**config.mk**
```make
export PLATFORM = sky130hd
export DESIGN_NAME = i2c_register_target_flat
export DESIGN_NICKNAME = d
export VERILOG_FILES = /design/src/rtl/i2c_register_target_pkg.sv /design/src/rtl/i2c_register_target_if.sv /design/src/rtl/i2c_register_target_line_filter.sv /design/src/rtl/i2c_register_target.sv /design/src/flat_wrapper.sv
export SDC_FILE = /design/constraint.sdc
export NUM_CORES = 1
export LEC_CHECK = 0
export ABC_CLOCK_PERIOD_IN_PS = 5600
export CORE_MARGIN = 2
export CORE_UTILIZATION = 50
export DETAILED_ROUTE_END_ITERATION = 6
export PLACE_DENSITY_LB_ADDON = 0.05
export SLEW_MARGIN = 0
export SYNTH_ARGS = -nofsm -noshare
export SYNTH_HDL_FRONTEND = slang
export SYNTH_SLANG_ARGS = --single-unit
```
**constraint.sdc**
```tcl
create_clock -name clock -period 5.6 [get_ports clock]
set_input_delay 1.12 -clock clock [delete_from_list [all_inputs] [get_ports clock]]
set_output_delay 1.12 -clock clock [all_outputs]
set_load 0.01 [all_outputs]
```
**src/rtl/i2c_register_target_pkg.sv**
```systemverilog
// Shared types and constants for the I2C register target.
package i2c_pkg;

  // state     | meaning
  // IDLE      | bus free          ADDR      | shifting address byte
  // ADDR_ACK  | ACK on address    PTR       | shifting pointer byte
  // PTR_ACK   | ACK on pointer    WDATA     | shifting write byte
  // WDATA_ACK | ACK on write      RDATA     | shifting read byte out
  // RDATA_ACK | controller ACK    IGNORE    | not addressed, wait START/STOP
  typedef enum logic [3:0] {
    IDLE, ADDR, ADDR_ACK, PTR, PTR_ACK, WDATA, WDATA_ACK, RDATA, RDATA_ACK, IGNORE
  } i2cTargetState_t;

  localparam logic [6:0] I2C_GENERAL_CALL_ADDR = 7'h00;
  localparam logic [7:0] I2C_GC_RESET_CMD      = 8'h06;

endpackage

```
**src/rtl/i2c_register_target_if.sv**
```systemverilog
// I2C pad-side signals; SDA is open drain, so sdaOut = 1 releases the line.
interface i2c_register_target_if;
  logic sclIn;
  logic sdaIn;
  logic sdaOut;

  modport master (output sclIn, output sdaIn, input sdaOut);
  modport slave  (input sclIn, input sdaIn, output sdaOut);
endinterface

```
**src/rtl/i2c_register_target_line_filter.sv**
```systemverilog
// Pad synchronizer plus counter glitch filter; emits one-cycle rise/fall pulses.
module i2c_line_filter #(
  parameter int FILTER_DEPTH = 3
) (
  input  logic clock,
  input  logic reset,
  input  logic pad,
  output logic level,
  output logic rise,
  output logic fall
);

  localparam int CW = $clog2(FILTER_DEPTH + 1);

  logic [1:0]    sync_q;
  logic [CW-1:0] cnt_q;

  // Idle bus is high, so every stage resets to 1 to avoid a false START.
  always_ff @(posedge clock or posedge reset) begin
    if (reset) begin
      sync_q <= 2'b11;
      cnt_q  <= '0;
      level  <= 1'b1;
      rise   <= 1'b0;
      fall   <= 1'b0;
    end else begin
      sync_q <= {sync_q[0], pad};
      rise   <= 1'b0;
      fall   <= 1'b0;
      if (sync_q[1] == level) begin
        cnt_q <= '0;
      end else if (cnt_q == CW'(FILTER_DEPTH - 1)) begin
        cnt_q <= '0;
        level <= sync_q[1];
        rise  <= sync_q[1];
        fall  <= ~sync_q[1];
      end else begin
        cnt_q <= cnt_q + 1'b1;
      end
    end
  end

endmodule

```
**src/rtl/i2c_register_target.sv**
```systemverilog
// I2C target exposing a byte-addressed register bank with an auto-incrementing pointer.
// Optional general-call bank reset: define I2C_TARGET_GENERAL_CALL_EN.
module i2c_register_target
  import i2c_pkg::*;
#(
  parameter logic [6:0] ADDRESS      = 7'h50,
  parameter int         REG_COUNT    = 16,
  parameter int         FILTER_DEPTH = 3,
  localparam int        IW           = $clog2(REG_COUNT)
) (
  input  logic                  clock,
  input  logic                  reset,
  i2c_register_target_if.slave  bus,
  input  logic [IW-1:0]         localIndex,
  output logic [7:0]            localData,
  output logic                  wrStrobe,
  output logic [IW-1:0]         wrIndex,
  output logic [7:0]            wrData,
  output logic                  busy
);

  i2cTargetState_t state_q, state_d;

  logic          scl_level, scl_rise, scl_fall;
  logic          sda_level, sda_rise, sda_fall;
  logic [7:0]    bank_q [REG_COUNT];
  logic [IW-1:0] ptr_q;
  logic [7:0]    shift_q;
  logic [3:0]    bit_cnt_q;
  logic          sda_out_q, gc_q, gc_hit;
  logic          start_det, stop_det, byte_done, addr_hit;
  logic          shift_in, wr_fire, ptr_load, rd_load, wr_advance, gc_clear, sda_d;
  logic [7:0]    rx_byte;

  i2c_line_filter #(.FILTER_DEPTH(FILTER_DEPTH)) u_scl_filter (
    .clock(clock), .reset(reset), .pad(bus.sclIn),
    .level(scl_level), .rise(scl_rise), .fall(scl_fall)
  );

  i2c_line_filter #(.FILTER_DEPTH(FILTER_DEPTH)) u_sda_filter (
    .clock(clock), .reset(reset), .pad(bus.sdaIn),
    .level(sda_level), .rise(sda_rise), .fall(sda_fall)
  );

  assign start_det  = sda_fall & scl_level;
  assign stop_det   = sda_rise & scl_level;
  assign byte_done  = (bit_cnt_q == 4'd8);
  assign rx_byte    = {shift_q[6:0], sda_level};
  assign addr_hit   = (shift_q[7:1] == ADDRESS) || gc_hit;
  assign localData  = bank_q[localIndex];
  assign bus.sdaOut = sda_out_q;

`ifdef I2C_TARGET_GENERAL_CALL_EN
  assign gc_hit = (shift_q[7:1] == I2C_GENERAL_CALL_ADDR) && !shift_q[0];

  always_ff @(posedge clock or posedge reset) begin
    if (reset)                                      gc_q <= 1'b0;
    else if (start_det)                             gc_q <= 1'b0;
    else if (state_q == ADDR && scl_fall && byte_done) gc_q <= gc_hit;
  end
`else
  assign gc_hit = 1'b0;
  assign gc_q   = 1'b0;
`endif

  always_ff @(posedge clock or posedge reset) begin
    if (reset) state_q <= IDLE;
    else       state_q <= state_d;
  end

  always_comb begin
    state_d = state_q;
    if (stop_det) begin
      state_d = IDLE;
    end else if (start_det) begin
      state_d = ADDR;
    end else begin
      case (state_q)
        ADDR:      if (scl_fall && byte_done) state_d = addr_hit ? ADDR_ACK : IGNORE;
        ADDR_ACK:  if (scl_fall) state_d = shift_q[0] ? RDATA : PTR;
        PTR:       if (scl_fall && byte_done)
                     state_d = (gc_q && shift_q != I2C_GC_RESET_CMD) ? IGNORE : PTR_ACK;
        PTR_ACK:   if (scl_fall) state_d = gc_q ? IGNORE : WDATA;
        WDATA:     if (scl_fall && byte_done) state_d = WDATA_ACK;
        WDATA_ACK: if (scl_fall) state_d = WDATA;
        RDATA:     if (scl_fall && byte_done) state_d = RDATA_ACK;
        RDATA_ACK: if (scl_rise && sda_level) state_d = IGNORE;
                   else if (scl_fall)         state_d = RDATA;
        default:   ;
      endcase
    end
  end

  // SDA only moves on a filtered SCL fall, except START/STOP which release it.
  always_comb begin
    shift_in   = 1'b0;
    wr_fire    = 1'b0;
    ptr_load   = 1'b0;
    rd_load    = 1'b0;
    wr_advance = 1'b0;
    gc_clear   = 1'b0;
    sda_d      = sda_out_q;
    if (start_det || stop_det) begin
      sda_d = 1'b1;
    end else begin
      shift_in   = scl_rise && !byte_done && (state_q inside {ADDR, PTR, WDATA});
      wr_fire    = shift_in && state_q == WDATA && bit_cnt_q == 4'd7;
      ptr_load   = shift_in && state_q == PTR && bit_cnt_q == 4'd7 && !gc_q;
      rd_load    = scl_fall && state_d == RDATA && state_q != RDATA;
      wr_advance = scl_fall && state_q == WDATA_ACK;
      gc_clear   = scl_fall && state_q == PTR_ACK && gc_q;
      if (scl_fall) begin
        if ((state_d inside {ADDR_ACK, PTR_ACK, WDATA_ACK}) && state_d != state_q)
          sda_d = 1'b0;
        else if (rd_load)
          sda_d = bank_q[ptr_q][7];
        else if (state_q == RDATA && !byte_done)
          sda_d = shift_q[6];
        else
          sda_d = 1'b1;
      end
    end
  end

  always_ff @(posedge clock or posedge reset) begin
    if (reset) begin
      sda_out_q <= 1'b1;
      bit_cnt_q <= '0;
      shift_q   <= '0;
      ptr_q     <= '0;
      busy      <= 1'b0;
      wrStrobe  <= 1'b0;
      wrIndex   <= '0;
      wrData    <= '0;
      bank_q    <= '{default: 8'h00};
    end else begin
      sda_out_q <= sda_d;
      wrStrobe  <= wr_fire;
      if (start_det)     busy <= 1'b1;
      else if (stop_det) busy <= 1'b0;

      if (start_det || (scl_fall && state_d != state_q))
        bit_cnt_q <= '0;
      else if (shift_in || (scl_rise && state_q == RDATA && !byte_done))
        bit_cnt_q <= bit_cnt_q + 1'b1;

      if (shift_in)                                       shift_q <= rx_byte;
      else if (rd_load)                                   shift_q <= bank_q[ptr_q];
      else if (scl_fall && state_q == RDATA && !byte_done) shift_q <= {shift_q[6:0], 1'b0};

      if (gc_clear)                   ptr_q <= '0;
      else if (ptr_load)              ptr_q <= rx_byte[IW-1:0];
      else if (rd_load || wr_advance) ptr_q <= ptr_q + 1'b1;

      if (wr_fire) begin
        bank_q[ptr_q] <= rx_byte;
        wrIndex       <= ptr_q;
        wrData        <= rx_byte;
      end
      if (gc_clear) bank_q <= '{default: 8'h00};
    end
  end

endmodule

```
**src/flat_wrapper.sv**
```systemverilog
// flat-port wrapper written by rule: the top's interface ports become plain ports
module i2c_register_target_flat import i2c_pkg::*;
#(
  parameter logic [6:0] ADDRESS      = 7'h50,
  parameter int         REG_COUNT    = 16,
  parameter int         FILTER_DEPTH = 3,
  localparam int        IW           = $clog2(REG_COUNT)
)
  (clock, reset, localIndex, localData, wrStrobe, wrIndex, wrData, busy, bus_sclIn, bus_sdaIn, bus_sdaOut);
  i2c_register_target_if bus_i ();
  input  logic clock;
  input  logic reset;
  input  logic [IW-1:0] localIndex;
  output logic [7:0] localData;
  output logic wrStrobe;
  output logic [IW-1:0] wrIndex;
  output logic [7:0] wrData;
  output logic busy;
  input wire logic [$bits(bus_i.sclIn)-1:0] bus_sclIn;
  input wire logic [$bits(bus_i.sdaIn)-1:0] bus_sdaIn;
  output wire logic [$bits(bus_i.sdaOut)-1:0] bus_sdaOut;
  assign bus_i.sclIn = bus_sclIn;
  assign bus_i.sdaIn = bus_sdaIn;
  assign bus_sdaOut = bus_i.sdaOut;
  i2c_register_target #(.ADDRESS(ADDRESS), .REG_COUNT(REG_COUNT), .FILTER_DEPTH(FILTER_DEPTH)) u_core (.clock(clock), .reset(reset), .bus(bus_i), .localIndex(localIndex), .localData(localData), .wrStrobe(wrStrobe), .wrIndex(wrIndex), .wrData(wrData), .busy(busy));
endmodule
```
==> impl_results.md <==
* Reg2reg path depth at 6
* Antenna Nets Post-Route at 0
* Worst skew pair latency at 430 ps
* CTS buffer count at 17
* Min Hold Slack at 357 ps
* Pleak at 4.75 nW
* Worst-Margin Slew at 977 ps
* Final count of negative-setup-slack endpoints at 0
* Reg2reg start: u_core.state_q[0]
* Critical path endpoint category: primary output
* Slew margin rel. at 34.9%
* Status: finished clean
* CTS tree: built
* Nets at 684
* Number of diodes at 0
* Power per cell area at 321 nW/µm²
* Critical path launch point: localIndex[1]
* Crit-path cells: clkdlybuf4s50_1 > buf_4 > mux4_2 > mux4_2 > clkdlybuf4s50_1
* Design Power at 3.35 mW
* Main synth FF type: dfrtp_1
* Post-synth EDFFs at 0
* R2R Path End: u_core.bank_q[25]
* Global-route wire length before repair at 36200 µm
* Worst reg-to-reg setup slack at 2450 ps
* Final Hold Fails at 0
* Library cells used by synthesis at 64
* Most common cell after layout, fill and taps aside: dfrtp_1
* Min-delay worst type: flop to flop
* Clock sinks at 177
* Tcrit/Tclk final at 82.2%
* Tmin final at 4600 ps
* Core region area at 18600 µm²
* Max cap viols at 0
* Seq/Total Area, Yosys at 47.0%
* Worst setup path end: localData[0]
* Gpl congestion at 0.889
* Initial antenna violation count at 0
* Cell Area, Placed at 9840 µm²
* Port Buffer Count at 30
* WP depth at 5
* Htree depth at 4
* Arrival time at the worst endpoint at 3480 ps
* Yosys top cell by area: dfrtp_1
* Die area at 20000 µm²
* Hold Buf Count CTS at 0
* Synth-to-layout area growth at 10.4%
* Synthesis Warnings at 0
* Synth Net Count at 684
* Fill count at 1518
* Clock skew at 7.28 ps
* Die Ht at 141 µm
* Post-DP HPWL at 14700 µm
* Top post-synthesis cells by area: dfrtp_1 (45%), mux4_2 (19%), mux2_2 (14%)
* Setup TNS at 0 ps
* Total gr overflow at 0
* Syn Inst Count at 670
* Root Driver: clkbuf_16
* Routed wire length at 22900 µm
* Core Util, Final at 55.9%
* Final Cell Area at 10400 µm²
* Worst path top cell family by delay: buffers and inverters
* Max incr delay on CP at 520 ps
* Worst EP required at 4480 ps
* Buffers & Inverters on Critical Path at 3
* Die span in x at 141 µm
* Drt pass-1 iters at 5
* Worst Setup Start Kind: input port
* Via/cell ratio at 6.36
* Rows at 50
* Syn Std Cell Area at 9440 µm²
* Asr flop ratio synth at 100%
* Clk slew on worst S/H paths at 70 ps
* CTS Buffer Depth at 2
* Commonest non-fill, non-tap cells in the layout: dfrtp_1 (169), mux2_2 (115), mux4_2 (79), nand2_1 (49), clkdlybuf4s50_1 (29)
* Slowest cell on crit path: clkdlybuf4s50_1
* Vias in the first global route at 6146
* DRC Markers at 0
* Syn_area_per_cell at 14.1 µm²
* CP Max Fanout at 31
* 1st-iter DRT viols at 458
* Worst VDD drop at 230 µV
* Unrepaired setup endpoints after global routing: no
* Critical path class: input port to primary output
* Share of the synthesized area in the top cell type at 45.0%
* Starting density of the core at 50.7%
* Resized Gates After CTS at 0
* Vias at 5830
* Register bit total from synthesis at 177
* Largest net degree at the start of global routing at 178
* Num ports at 31
* Routed WL per cell at 25.0 µm
* Final Max Tran Viols at 0
* Global Route Usage Sum at 24.5%
* F_max at 217 MHz
* Worst hold stages at 0
* Fraction of layout cells with a size suffix above 1 at 41.0%
* Post-CTS Setup Bufs at 0
stage by stage:
stage          setup WS [ps]  cells
2_1_floorplan           1550    670
3_3_place_gp            1040    885
3_5_place_dp             991    885
4_1_cts                  994    917
5_1_grt                  943    917
6_report                 998    917
area by class of cell:
type | instances | area [µm²] | share of cell area (%)
clock buffers | 19 | 433 | 4.15
clock inverters | 13 | 154 | 1.48
inverters | 15 | 61.3 | 0.588
multi-input cells | 423 | 4680 | 44.9
flip-flops and latches | 177 | 4440 | 42.6
well taps | 234 | 293 | 2.81
repair buffers | 36 | 365 | 3.50
how the worst min path moves through the flow:
stage | from | to
after detailed placement | u_core.u_sda_filter.sync_q[0] | u_core.u_sda_filter.sync_q[1]
after CTS | u_core.u_scl_filter.sync_q[0] | u_core.u_scl_filter.sync_q[1]
after floorplan | u_core.u_scl_filter.sync_q[0] | u_core.u_scl_filter.sync_q[1]
after global placement | u_core.u_sda_filter.sync_q[0] | u_core.u_sda_filter.sync_q[1]
final | u_core.u_scl_filter.sync_q[0] | u_core.u_scl_filter.sync_q[1]
after global routing | u_core.u_scl_filter.sync_q[0] | u_core.u_scl_filter.sync_q[1]
sequential cells by signal (all words and copies together) (netlist names):
signal / cells
u_core.wrStrobe: 1
u_core.ptr_q: 4
u_core.u_sda_filter.cnt_q: 2
u_core.u_scl_filter.fall: 1
u_core.u_sda_filter.fall: 1
u_core.u_scl_filter.sync_q: 2
u_core.u_sda_filter.sync_q: 2
u_core.bus.sdaOut: 1
u_core.u_scl_filter.level: 1
u_core.wrData: 8
u_core.u_sda_filter.rise: 1
u_core.u_scl_filter.cnt_q: 2
u_core.shift_q: 8
u_core.u_sda_filter.level: 1
u_core.busy: 1
u_core.state_q: 4
u_core.bank_q: 128
u_core.wrIndex: 4
u_core.u_scl_filter.rise: 1
u_core.bit_cnt_q: 4
cells in the mapped netlist (3+ instances only):
| library cell | n |
|---|---|
| o21ai_0 | 17 |
| nand2_1 | 49 |
| buf_1 | 10 |
| and2_1 | 3 |
| and3b_1 | 4 |
| mux4_2 | 79 |
| buf_4 | 3 |
| xnor2_1 | 3 |
| nand2_4 | 6 |
| clkbuf_1 | 29 |
| nand2b_1 | 8 |
| xor2_1 | 3 |
| ha_1 | 6 |
| mux2i_1 | 8 |
| dfrtp_1 | 170 |
| nand2_2 | 6 |
| buf_2 | 9 |
| mux2_4 | 16 |
| buf_8 | 3 |
| nand4b_1 | 3 |
| mux2_2 | 115 |
| inv_1 | 14 |
| a211oi_1 | 4 |
| a21oi_1 | 10 |
| o221ai_1 | 3 |
| nor3_1 | 10 |
| dfstp_2 | 7 |
| nor2_1 | 16 |
| nand3_1 | 6 |
cell families after synthesis:
group	Yosys count	share of synthesized area [%]
mux	218	35.9
fa+ha+maj	6	0.795
flops	177	47.0
simple gates	139	8.40
compound gates	54	3.84
xor+xnor	6	0.557
buf+inv	70	3.47
per-layer routing:
metal  global-route usage [%]  vias up  part of all wire [%]
li1                         -     2517                     -
met1                     32.1     3076                    42
met2                     41.4      198                    51
met3                     4.45       39                   5.1
met4                     8.84        0                   2.4
met5                        0        -                     0
report_power, final:
group	switching [mW]	leakage (nW)	internal (mW)
Clock	0.529	0.281	0.666
Combinational	0.342	2.05	0.266
Sequential	0.194	2.42	1.35
No activity file was read; power rests on OpenSTA's default activity.
